<file path="src/rtl/aes_key_sch_ctrl.sv">
// aes_key_sch_ctrl: loads an AES-256 key into the key-schedule register and streams its 15 round keys
module aes_key_sch_ctrl #(
  parameter int KEY_W   = 256,
  parameter int RK_W    = 128,
  parameter int STEPS   = 7,
  parameter int LAST_RK = 14
) (
  input  logic             inClk,
  input  logic             inRstN,
  input  logic             inKeyValid,
  output logic             outKeyReady,
  output logic             outExtWr,
  output logic             outIntWr,
  input  logic [KEY_W-1:0] inRegData,
  output logic             outRkValid,
  input  logic             inRkReady,
  output logic [3:0]       outRkIdx,
  output logic [RK_W-1:0]  outRkData,
  input  logic             inAbort,
  output logic             outBusy,
  output logic             outDone
);
  localparam int PW = $clog2(STEPS + 1);
  typedef enum logic [2:0] {IDLE, EMIT_EVEN, EMIT_ODD, STEP, DONE} state_t;
  state_t        state_q;
  logic [PW-1:0] pair_q;
  logic          rdy_q;
  logic          odd;
  assign odd         = state_q == EMIT_ODD;
  assign outKeyReady = rdy_q && state_q == IDLE;
  assign outExtWr    = outKeyReady && inKeyValid;
  assign outRkValid  = state_q == EMIT_EVEN || odd;
  assign outRkIdx    = outRkValid ? 4'({pair_q, odd}) : 4'd0;
  assign outRkData   = !outRkValid ? '0 : odd ? inRegData[RK_W-1:0] : inRegData[KEY_W-1:KEY_W-RK_W];
  assign outIntWr    = state_q == STEP && !inAbort;
  assign outDone     = state_q == DONE && !inAbort;
  assign outBusy     = state_q != IDLE;
  // Sequencer: even/odd halves of each register image, then one step commit; abort wins over everything
  always_ff @(posedge inClk or negedge inRstN) begin
    if (!inRstN) begin
      state_q <= IDLE;
      pair_q  <= '0;
      rdy_q   <= 1'b0;
    end else begin
      rdy_q <= 1'b1;
      if (inAbort && state_q != IDLE) begin
        state_q <= IDLE;
        pair_q  <= '0;
      end else begin
        case (state_q)
          IDLE: if (outExtWr) begin
            state_q <= EMIT_EVEN;
            pair_q  <= '0;
          end
          EMIT_EVEN: if (inRkReady) state_q <= 4'({pair_q, 1'b0}) == 4'(LAST_RK) ? DONE : EMIT_ODD;
          EMIT_ODD:  if (inRkReady) state_q <= STEP;
          STEP: begin
            state_q <= EMIT_EVEN;
            pair_q  <= pair_q + PW'(1);
          end
          DONE:    state_q <= IDLE;
          default: state_q <= IDLE;
        endcase
      end
    end
  end
endmodule

</file>
<file path="config.mk">
export PLATFORM = sky130hd
export DESIGN_NAME = aes_key_sch_ctrl
export DESIGN_NICKNAME = d
export VERILOG_FILES = /design/src/rtl/aes_key_sch_ctrl.sv
export SDC_FILE = /design/constraint.sdc
export NUM_CORES = 1
export LEC_CHECK = 0
export ABC_AREA = 1
export CAP_MARGIN = 20
export CORE_AREA = 8 8 150 152
export CTS_BUF_LIST = sky130_fd_sc_hd__clkbuf_8
export CTS_CLUSTER_DIAMETER = 50
export CTS_CLUSTER_SIZE = 30
export DETAILED_ROUTE_END_ITERATION = 8
export DIE_AREA = 0 0 158 160
export GPL_TIMING_DRIVEN = 0
export PLACE_DENSITY_LB_ADDON = 0.1
export SYNTH_ARGS = -nofsm -noshare
export SYNTH_HDL_FRONTEND = slang
export SYNTH_SLANG_ARGS = --single-unit
</file>
<file path="constraint.sdc">
create_clock -name inClk -period 4.1 [get_ports inClk]
set_clock_uncertainty 0.1 [all_clocks]
set_input_delay 0.41 -clock inClk [delete_from_list [all_inputs] [get_ports inClk]]
set_output_delay 0.41 -clock inClk [all_outputs]
set_load 0.02 [all_outputs]
</file>
Word level (Yosys, flattened, before mapping):

Index checks and enable logic that the tools add are counted.

* register bits after elaboration: 7
* output and inout bits: 138
* logic and storage cells: 36

* add/subtract/negate cells: 1
* equal/unequal tests: 8
* mux-type cells: 12
* reductions and logical operators: 12

Operators with widths (count)
* two-way mux 128 bit: 2
* two-way mux 3 bit: 7
* one-hot mux 3 bit (4 select lines): 1
* != test 3 x 2 -> 1 bit (second input constant): 3
* == test 3 x 2 -> 1 bit (second input constant): 2
* == test 3 bit (second input constant): 2
* one-hot mux 3 bit (2 select lines): 1
* nonzero test 3 bit: 2
* logical AND 1 bit: 5
* two-way mux 4 bit: 1
* adder 3 x 1 -> 3 bit (second input constant): 1
* == test 3 x 1 -> 1 bit (second input constant): 1
* logical NOT 3 bit: 1
* AND reduction 3 bit: 1
* AND reduction 2 bit: 1
* logical NOT 1 bit: 1
* logical OR 1 bit: 1

Depth between registers and ports, before layout:

* depth in word-level cells: 6
* gate-level depth with buffers: 7
* depth with buffers taken out: 7

Least setup slack after synthesis:

No wires, ideal clock.

* path kind: register to output
* from: register state_q[0]
* to: output outRkData[100]
* arrival time: 1487 ps
* path slack: 2103 ps
* cell stages (with the launch flop): 8
* buffers on the path: 2
* cells stage by stage: dfrtp_1 > inv_2 > nand3_4 > nand2_2 > inv_2 > buf_6 > buf_4 > a21oi_1

* cells in the longest elaborated chain, start to end: 3
* elaborated cells on any way between the ends: 5
* those cells by class: eq/ne (2); mux (2); reduce/logical (1)

Ends and longest elaborated chain
* start, declared: RTL line 25 `state_t state_q;`
* start signal, assigned: RTL line 55 `EMIT_EVEN: if (inRkReady) state_q <= 4'({pair_q, 1'b0}) == 4'(LAST_RK) ? DONE : EMIT_ODD;`
* == test 3 x 1 -> 1 bit or == test 3 x 2 -> 1 bit (tied branches): RTL line 32, 29
* logical OR 1 bit (*): RTL line 32 `assign outRkValid = state_q == EMIT_EVEN || odd;`
* net outRkValid: RTL line 15 `output logic outRkValid,`
* two-way mux 128 bit (*): RTL line 34 `assign outRkData = !outRkValid ? '0 : odd ? inRegData[RK_W-1:0] : inRegData[KEY_W-1:KEY_W-RK_W];`
* end, declared: RTL line 18 `output logic [RK_W-1:0] outRkData,`

The timed path passes the listed nets; every way through them passes the cells marked *.

Worst setup path after layout:

* from: register state_q[0]
* to: output outRkData[52]

* cells in the longest elaborated chain, start to end: 3
* elaborated cells on any way between the ends: 5
* those cells by class: eq/ne (2); mux (2); reduce/logical (1)

Ends and longest elaborated chain (RTL line)
* == test 3 x 2 -> 1 bit or == test 3 x 1 -> 1 bit (tied branches): 29, 32
* two-way mux 128 bit or logical OR 1 bit (tied branches): 34, 32
* two-way mux 128 bit (*): 34

Mark *: on every way between the ends. The rest lies on a longest branch, timed or not.

==> results.md <==
* Layout Utilization at 33.45%
* Area share of fa/ha/maj cells after synthesis at 1.071%
* Crit path from: state_q[0]
* CP Max Fanout at 10
* Root buf cell: clkbuf_8
* Worst R2R Setup Slack at between 2 and 3 ns
* Die X at around 160 um
* Multiplexer area fraction after synthesis at 0%
* TritonCTS clock tree: yes
* Met1 usage at roughly 17%
* Remaining DRCs at 0
* Post-route clock period utilization at 69.06%
* Status: complete, no violations
* Vias at around 4700
* Post-Layout Cell Count at ~1200
* CTS buffer count at 3
* Share of cells above drive strength 1 at 6.054%
* Cell Pwr Density at roughly 600 nW/um^2
* Crit path to: outRkData[52]
* Die H at around 160 um
* Max-cap violations at 0
* DRT antenna net count at 0
* Terminus of the critical flop-to-flop path: pair_q[0]
* Met2 Use GR at about a third
* Routability congestion estimate at around 0.87
* Seq/Total Area, Yosys at about 7.5%
* Setup TNS at 0 ns
* Reg2Reg Depth at 7
* Fin crit period at ~2.8 ns
* Initial Utilization at about an eighth
* Setup bufs post-CTS at 0
* Yosys top cell by area: nand2_1
* Drt first pass iters at 4
* N_diodes at 0
* Global-route wire length before repair at roughly 32000 um
* Total global routing overflow at 0
* PortBufs at between 300 and 400
* Number of fill cells at roughly 2200
* Setup repair after global routing missed its margin: no
* GRT met3 Usage at under 10%
* Leakage at ~2.7 nW
* DR vias/cell at 4.021
* Simple-gate area share of the yosys netlist at around half
* Number of global-route vias before repair at 4662
* Syn Area/Cell at 4.767 sq um
* Final wirelength at around 22000 um
* Synth Area in XOR/XNOR at 0%
* Compound-Gate Fraction of Synth Area at 27.85%
* Worst-Skew Late Latency at around 0.23 ns
* Most frequent cells in the layout: clkdlybuf4s50_1 (398), nand2_1 (270), a21oi_1 (129)
* I/O Pins at about 400
* Final hold violations at 0
* Post-cts sizing count at 0
* Initial DRC count at 260
* Largest net degree at the start of global routing at 11
* Synth top area share at 43.39%
* Peak Freq at around 350 MHz
* Synth warn at 0
* Register area at 175.2 sq um
* Crit. End Element: output pin
* Synth Cell Area at 2336 sq um
* Syn_nets at 753
* WS Path Type: reg -> out
* Max Buffers Root-to-Sink at 2
* Clk sinks at 7
* Tot GR Track Use at between 15 and 20%
* Initial antenna violation count at 2
* Core Region at 20040 sq um
* Critical Path AT at 2.32 ns
* Synth area leaders: nand2_1 (43%), a21oi_1 (28%), dfrtp_1 (7.5%)
* Syn Inst Count at a little under 500
* P&R area growth vs syn at 186.9%
* Commonest non-fill, non-tap cell in the layout: clkdlybuf4s50_1
* # rows at between 50 and 60
* Min-Delay Path Class: in -> async
* DP Cell Count at ~1200
* Hold buffer count at CTS at 0
* Slew Viols, Final at 0
* Full die area at 25280 sq um
* HPWL after DPL at between 15000 and 20000 um
* Average wire per standard cell at around 19 um
* # setup viols final at 0
* Nets at between 1000 and 1500
* Library cells used by synthesis at 19
* #FFs+latches synth at 7
* Reg2Reg Launch Point: state_q[1]
* Multi-input gate area at around 1800 sq um
* Main combinational cell family by area after synthesis: simple AND/OR/NAND/NOR gates
* CP required at 3.59 ns
* Area after DPL at ~6700 sq um
* Peak supply drop at just over 0.2 mV
* GRT busiest layer: met2
* Htree depth at 1
* Clock transition at the registers of the reported paths at ~0.040 ns
* Design Area, Final at 6703 sq um
* Worst Setup Start Kind: flip-flop
==> per-stage QoR <==
| step | setup slack (ns) | power [W] | hold WS (ns) |
|---|---|---|---|
| floorplan | 2.103 | 0.002035 | 0.01441 |
| global placement | 1.468 | 0.004013 | 0.3941 |
| detailed placement | 1.451 | 0.003984 | 0.4035 |
| CTS | 1.202 | 0.004097 | 0.3935 |
| global route | 1.053 | 0.004299 | 0.3992 |
| finish | 1.269 | 0.004007 | 0.3734 |
==> per-layer routing <==
layer | share of wire, % | routed length, um
met1 | 37 | 8279
met2 | 53 | 11860
met3 | 9.6 | 2167
met4 | 0.68 | 153
met5 | 0.12 | 27
==> worst min path at each step <==
stage	startpoint	endpoint	depth (start not counted)
2_1_floorplan	inRstN	pair_q[0]	0
3_3_place_gp	pair_q[0]	pair_q[0]	2
3_5_place_dp	pair_q[0]	pair_q[0]	2
4_1_cts	inRstN	pair_q[0]	1
5_1_grt	inRstN	pair_q[2]	1
6_report	inRstN	pair_q[2]	1
==> Yosys cell counts <==
library cell and count:
nand3_2 2, nand2_2 2, dfrtp_1 7, buf_6 3, nand3_4 1, nor3_1 1
ha_1 2, a21oi_1 129, nand2_1 270, nand4_1 3, nand3_1 7, inv_2 4
o21ai_1 1, nor4_1 1, conb_1 1, inv_1 10, buf_2 21, nor2_1 7
buf_4 18
==> sequential cells by signal (all words and copies together) (netlist names) <==
register,flops
rdy_q,1
pair_q,3
state_q,3
==> power breakdown <==
| part | switching [W] | internal, W | total [W] |
|---|---|---|---|
| Combinational | 0.00215 | 0.00165 | 0.00380 |
| Clock | 0.0000307 | 0.0000648 | 0.0000955 |
| Sequential | 0.0000245 | 0.0000856 | 0.000110 |
==> layout make-up <==
type,count,share of cell area (%)
repair buffers,398,59.44
multi-input cells,427,27.37
well taps,270,5.040
plain buffers,42,4.088
flip-flops and latches,7,2.613
inverters,14,0.7840
clock buffers,3,0.6160
clock inverters,1,0.05600
==> cells by family after synthesis <==
kind of cell | count (synthesis)
compound gates | 130
fa+ha+maj | 2
buf+inv | 56
flops | 7
other cells | 1
simple gates | 294
==> critical path: stages (launching register included) <==
cell and delay (ns):
dfrtp_1 0.45, inv_2 0.13, nand3_4 0.12, inv_2 0.10
buf_6 0.15, buf_2 0.24, nand2_1 0.08, a21oi_1 0.19
clkdlybuf4s50_1 0.64
Power figures use the tool's default switching activity.
